File: src/rtl/spi_link_pkg.sv
// Shared constants and FSM state type for the SPI link transmitter.
package spi_link_pkg;

   localparam int unsigned WORD_W    = 16;
   localparam int unsigned BIT_CNT_W = 5;
   localparam int unsigned GAP_CNT_W = 4;
   localparam int unsigned DIV_CNT_W = 8;

   typedef enum logic [1:0] {
      StIdle,
      StShift,
      StGap
   } state_e;

endpackage

File: src/rtl/spi_link_clkgen.sv
// Link clock divider: free-running TX_CLK and a strobe marking the cycle whose edge drops TX_CLK.
module spi_link_clkgen
   import spi_link_pkg::*;
#(
   parameter int unsigned CLK_DIV = 4
) (
   input  logic clk_i,
   input  logic rst_ni,
   output logic tx_clk_o,
   output logic bit_stb_o
);

   localparam logic [DIV_CNT_W-1:0] DivMax = DIV_CNT_W'(CLK_DIV - 1);

   logic [DIV_CNT_W-1:0] cnt_q, cnt_d;
   logic                 clk_q, clk_d;
   logic                 wrap;

   assign wrap = (cnt_q == DivMax);

   always_comb begin
      cnt_d = wrap ? '0 : cnt_q + 1'b1;
      clk_d = wrap ? ~clk_q : clk_q;
   end

   always_ff @(posedge clk_i) begin
      if (!rst_ni) begin
         cnt_q <= '0;
         clk_q <= 1'b0;
      end else begin
         cnt_q <= cnt_d;
         clk_q <= clk_d;
      end
   end

   assign tx_clk_o  = clk_q;
   // Line registers update on the same edge that drops TX_CLK.
   assign bit_stb_o = wrap & clk_q;

endmodule

File: src/rtl/spi_link_tx.sv
// Transmit end of the four-wire SPI link: holding register, shift FSM, LOAD/STOP framing and
// per-message word counter.
module spi_link_tx
   import spi_link_pkg::*;
#(
   parameter int unsigned CLK_DIV  = 4,
   parameter int unsigned GAP_BITS = 1
) (
   input  logic              CLK,
   input  logic              RST,
   input  logic [WORD_W-1:0] WORD_DATA,
   input  logic              WORD_VALID,
   input  logic              WORD_LAST,
   output logic              WORD_READY,
   output logic              TX_CLK,
   output logic              TX_DATA,
   output logic              TX_LOAD,
   output logic              TX_STOP,
   output logic              BUSY,
   output logic [7:0]        MSG_WORDS
);

   localparam logic [GAP_CNT_W-1:0] GapLast = GAP_CNT_W'(GAP_BITS);
   localparam logic [BIT_CNT_W-1:0] LastBit = BIT_CNT_W'(WORD_W);

   state_e               state_q, state_d;
   logic [WORD_W-1:0]    hold_q, hold_d;
   logic                 hold_last_q, hold_last_d;
   logic                 hold_full_q, hold_full_d;
   logic [WORD_W-1:0]    shift_q, shift_d;
   logic [BIT_CNT_W-1:0] bit_cnt_q, bit_cnt_d;
   logic [GAP_CNT_W-1:0] gap_cnt_q, gap_cnt_d;
   logic                 data_q, data_d;
   logic                 load_q, load_d;
   logic                 stop_q, stop_d;
   logic [7:0]           word_cnt_q, word_cnt_d;
   logic [7:0]           msg_q, msg_d;
   logic                 rdy_en_q;

   logic                 bit_stb;
   logic                 accept;
   logic                 take;
   logic                 done;
   logic [7:0]           sat_cnt;

   spi_link_clkgen #(
      .CLK_DIV(CLK_DIV)
   ) u_clkgen (
      .clk_i    (CLK),
      .rst_ni   (RST),
      .tx_clk_o (TX_CLK),
      .bit_stb_o(bit_stb)
   );

   assign WORD_READY = rdy_en_q & ~hold_full_q;
   assign accept     = WORD_VALID & WORD_READY;

   always_comb begin
      state_d     = state_q;
      hold_d      = hold_q;
      hold_last_d = hold_last_q;
      hold_full_d = hold_full_q;
      shift_d     = shift_q;
      bit_cnt_d   = bit_cnt_q;
      gap_cnt_d   = gap_cnt_q;
      data_d      = data_q;
      load_d      = load_q;
      stop_d      = stop_q;
      word_cnt_d  = word_cnt_q;
      msg_d       = msg_q;
      take        = 1'b0;
      done        = 1'b0;
      sat_cnt     = (word_cnt_q == 8'hFF) ? 8'hFF : word_cnt_q + 8'd1;

      if (bit_stb) begin
         case (state_q)
            StIdle: begin
               if (hold_full_q) take = 1'b1;
            end
            StShift: begin
               if (bit_cnt_q == LastBit) begin
                  done = 1'b1;
                  if (GAP_BITS > 0) begin
                     state_d   = StGap;
                     gap_cnt_d = GAP_CNT_W'(1);
                     data_d    = 1'b0;
                     load_d    = 1'b0;
                     stop_d    = 1'b0;
                  end else if (hold_full_q) begin
                     take = 1'b1;
                  end else begin
                     state_d = StIdle;
                     data_d  = 1'b0;
                     load_d  = 1'b0;
                     stop_d  = 1'b0;
                  end
               end else begin
                  shift_d   = {shift_q[WORD_W-2:0], 1'b0};
                  data_d    = shift_q[WORD_W-2];
                  bit_cnt_d = bit_cnt_q + 1'b1;
               end
            end
            StGap: begin
               if (gap_cnt_q == GapLast) begin
                  if (hold_full_q) take = 1'b1;
                  else             state_d = StIdle;
               end else begin
                  gap_cnt_d = gap_cnt_q + 1'b1;
               end
            end
            default: state_d = StIdle;
         endcase
      end

      if (take) begin
         state_d     = StShift;
         shift_d     = hold_q;
         data_d      = hold_q[WORD_W-1];
         load_d      = 1'b1;
         stop_d      = hold_last_q;
         bit_cnt_d   = BIT_CNT_W'(1);
         hold_full_d = 1'b0;
      end

      // stop_q still carries the finishing word's LAST flag on its final boundary.
      if (done) begin
         if (stop_q) begin
            msg_d      = sat_cnt;
            word_cnt_d = '0;
         end else begin
            word_cnt_d = sat_cnt;
         end
      end

      if (accept) begin
         hold_d      = WORD_DATA;
         hold_last_d = WORD_LAST;
         hold_full_d = 1'b1;
      end
   end

   always_ff @(posedge CLK) begin
      if (!RST) begin
         state_q     <= StIdle;
         hold_q      <= '0;
         hold_last_q <= 1'b0;
         hold_full_q <= 1'b0;
         shift_q     <= '0;
         bit_cnt_q   <= '0;
         gap_cnt_q   <= '0;
         data_q      <= 1'b0;
         load_q      <= 1'b0;
         stop_q      <= 1'b0;
         word_cnt_q  <= '0;
         msg_q       <= '0;
         rdy_en_q    <= 1'b0;
      end else begin
         state_q     <= state_d;
         hold_q      <= hold_d;
         hold_last_q <= hold_last_d;
         hold_full_q <= hold_full_d;
         shift_q     <= shift_d;
         bit_cnt_q   <= bit_cnt_d;
         gap_cnt_q   <= gap_cnt_d;
         data_q      <= data_d;
         load_q      <= load_d;
         stop_q      <= stop_d;
         word_cnt_q  <= word_cnt_d;
         msg_q       <= msg_d;
         rdy_en_q    <= 1'b1;
      end
   end

   assign TX_DATA   = data_q;
   assign TX_LOAD   = load_q;
   assign TX_STOP   = stop_q;
   assign BUSY      = (state_q != StIdle) | hold_full_q;
   assign MSG_WORDS = msg_q;

endmodule

File: config.mk
export PLATFORM = sky130hd
export DESIGN_NAME = spi_link_tx
export DESIGN_NICKNAME = d
export VERILOG_FILES = /design/src/rtl/spi_link_pkg.sv /design/src/rtl/spi_link_clkgen.sv /design/src/rtl/spi_link_tx.sv
export SDC_FILE = /design/constraint.sdc
export NUM_CORES = 1
export LEC_CHECK = 0
export CAP_MARGIN = 15
export CELL_PAD_IN_SITES_DETAIL_PLACEMENT = 0
export CELL_PAD_IN_SITES_GLOBAL_PLACEMENT = 1
export CORE_MARGIN = 2
export CORE_UTILIZATION = 28
export DETAILED_ROUTE_END_ITERATION = 10
export PLACE_DENSITY_LB_ADDON = 0.1
export SYNTH_ARGS = -nofsm -noshare
export SYNTH_HDL_FRONTEND = slang
export SYNTH_SLANG_ARGS = --single-unit
File: constraint.sdc
create_clock -name CLK -period 2.4 [get_ports CLK]
set_clock_uncertainty 0.1 [all_clocks]
set_input_delay 0.36 -clock CLK [delete_from_list [all_inputs] [get_ports CLK]]
set_output_delay 0.36 -clock CLK [all_outputs]
set_load 0.02 [all_outputs]
==> impl_results.md <==
- Outcome: completed
- DRC viols: 0
- Maximum VDD drop: roughly 0.34 mV
- Largest net degree at the start of global routing: 23
- Hold_ws: approximately 0.35 ns
- Util after Layout: 37.4%
- Yosys cell types: 56
- Root Driver: clkbuf_16
- Top FF cell, synth: dfxtp_1
- Most common cell after layout, fill and taps aside: dfxtp_1
- Initial core utilization: 28.6%
- Final Non-Filler Cells: approximately 590
- Critical Path AT: roughly 2.4 ns
- Asr flop ratio synth: 0%
- WS Path Type: register to register
- Largest area contributor in the netlist: dfxtp_1
- Inserted Clock Buffers: 9
- Overall global routing resource usage: between 10 and 15%
- GR Overflow Total: 0
- RSZ-0062 raised after global routing: false
- Mapped cell area: ~3300 sq um
- Placed Cells: around 570
- Worst Setup End Kind: register
- Die Y: around 110 um
- Fin. Hold Viols: 0
- Synth-to-layout area growth: 30.6%
- Number of global-route vias before repair: around 2,900
- EDFF count, synth: 0
- I/O pin total: 34
- Clock transition at path regs: 0.05 ns
- Crit path max-delay family: simple AND/OR/NAND/NOR gates
- Critical path's slowest cell: or4_4
- Routed WL per cell: 14.4 um
- Chip Width: 112 um
- Switch Pwr: around 0.61 mW
- CTS H-tree lvls: 3
- Final setup viols: 0
- # diodes: 0
- Leakage: ~1.5 nW
- CTS tree: built
- Fin. max-slew vios: 0
- PortBufs: 33
- Hpwl dp: ~6000 um
- Worst Hold Class: register to register
- Layout cells sized above 1: between 10% and 20%
- Yosys warns: 0
- Critical path startpoint category: register
- Global-route wire length before repair: 14,400 um
- Switching portion of total power: a little over a fifth
- Min cycle time layout: roughly 2.3 ns
- Gp weighted congestion: between 0.8 and 0.9
- Setup TNS: 0 ns
- Reg2Reg Setup Slack: 0.12 ns
- Gate power share: roughly 5.7%
- Critical path's most frequent cell: or4_4
- Vias per cell: 4.96
- Req. time, crit path: between 2 and 3 ns
- Initial antenna violation count: 0
- CP peak stage delay: approximately 0.59 ns
- Syn_area_per_cell: 8.36 sq um
- Worst skew pair latency: approximately 0.33 ns
- Pint: approximately 2.3 mW
- Worst path buffer plus inverter count: 0
- Worst-margin pin slew: just under 0.6 ns
- Cells after synthesis: slightly below 400
- Synthesized net count: between 400 and 500
- Critical Path, Cell by Cell: or4_4 > or4_4 > or3_2 > o22ai_1
- CTS Sinks: 73
- CP max FO: 5
- Most area-consuming cells after synthesis: dfxtp_1 45%, a21oi_1 7.5%, nand2_1 6.5%, nand3_1 3.5%, o21ai_0 3.5%
- Die area: between 10,000 and 15,000 sq um
- Drt pass-1 iters: 4
- Tcrit/Tclk final: a little over nine tenths
- Overall via count from detail_route: 2,907
- Sequential Power Share: a little over two fifths
- Post-CTS Setup Inserts: 0
- Post-Route WL: around 8500 um
- Maxcap violations: 0
- Max Clock Freq: around 0.44 GHz
- Layout Nets: between 400 and 500
- Clock power share: roughly half
- Core ar.: around 11,000 sq um
- PwrDens: slightly below 700 nW/um^2
- DRT iter0 DRCs: ~110
- Most frequent cells in the layout: 71 x dfxtp_1, 56 x nand2_1, 49 x a21oi_1
- Max clock buf depth: 2
- Final ANT Viol Nets: 0
- FP Rows: 39
- Register area share after synthesis: between 40% and 50%
- Post-synth top area share: between 40% and 50%
- Yosys reg bits: between 70 and 80
- Slew margin rel.: 60.1%
cell type report:
class / instances / area, sq um
flip-flops and latches: 73 / 1460
well taps: 143 / 179
inverters: 21 / 78.8
clock buffers: 9 / 225
clock inverters: 6 / 108
multi-input cells: 271 / 1640
repair buffers: 63 / 556
fillers: 1179 / 7120
power groups by stage:
stage	Sequential [mW]	Clock, mW	Combinational [mW]
6_report	1.26	1.51	0.167
5_1_grt	1.26	1.60	0.188
2_1_floorplan	1.28	0	0.0871
4_1_cts	1.26	1.55	0.169
3_3_place_gp	1.28	0	0.169
3_5_place_dp	1.28	0	0.169
synth_stat cells, types with 4 or more instances:
cell type	n
o22ai_1	5
nor4_1	4
clkbuf_1	19
dfxtp_1	73
ha_1	6
or3_1	4
xor2_1	8
nor2b_1	4
nand3_1	23
inv_1	21
a31oi_1	6
nor2_1	11
nand2_1	56
o21ai_0	23
a221oi_1	12
and2_1	5
a21oi_1	49
path summary, 6_finish.rpt:
check | start | to | cells past startpoint
setup / recovery | u_clkgen.cnt_q[4]$_SDFF_PP0_ | word_cnt_q[7]$_SDFFE_PN0P_ | 4
hold / removal | hold_q[1]$_SDFFE_PN0P_ | hold_q[1]$_SDFFE_PN0P_ | 2
setup reg to reg | u_clkgen.cnt_q[4]$_SDFF_PP0_ | word_cnt_q[7]$_SDFFE_PN0P_ | 4
hold reg to reg | hold_q[1]$_SDFFE_PN0P_ | hold_q[1]$_SDFFE_PN0P_ | 2
through the flow:
step	total power, mW	cell area [sq um]	setup slack, ns
6_report	2.93	4250	0.121
5_1_grt	3.04	4250	0.0342
4_1_cts	2.98	4240	0.00208
3_5_place_dp	1.45	3900	0.0216
3_3_place_gp	1.45	3900	0.0681
2_1_floorplan	1.37	3280	0.0154
kinds of logic (layout without fill, tap and decap cells):
logic type | after synthesis | count (layout) | share of synthesized area [%]
multiplexers | 2 | 2 | 0.616
buffers and inverters | 45 | 99 | 5.46
adder cells (fa/ha/maj) | 6 | 6 | 2.31
AND/OR/NAND/NOR | 133 | 133 | 21.0
flip-flops | 73 | 73 | 44.9
XOR/XNOR | 11 | 11 | 2.96
AO/OA/AOI/OAI | 119 | 119 | 22.7
flip-flops by register name, indices dropped and copies added, names as in the netlist:
name,count
MSG_WORDS,8
TX_DATA,1
TX_LOAD,1
TX_STOP,1
bit_cnt_q,5
gap_cnt_q,4
hold_full_q,1
hold_last_q,1
hold_q,16
rdy_en_q,1
shift_q,15
state_q,2
u_clkgen.cnt_q,8
u_clkgen.tx_clk_o,1
word_cnt_q,8
worst register-to-register path: stages, from the launching register on:
cell,delay [ns]
dfxtp_1,0.34
or4_4,0.56
or4_4,0.60
or3_2,0.45
o22ai_1,0.16
layer usage:
metal,global-route usage (%),wire (um)
met5,0,0
met2,21.6,3690
met4,6.58,153
met1,19.7,4340
met3,2.45,270
timing repair:
action,in CTS,in global routing
gates resized for setup,0,3
setup endpoints to repair,0,5
hold buffers,0,0
(Power assumes the default switching activity.)
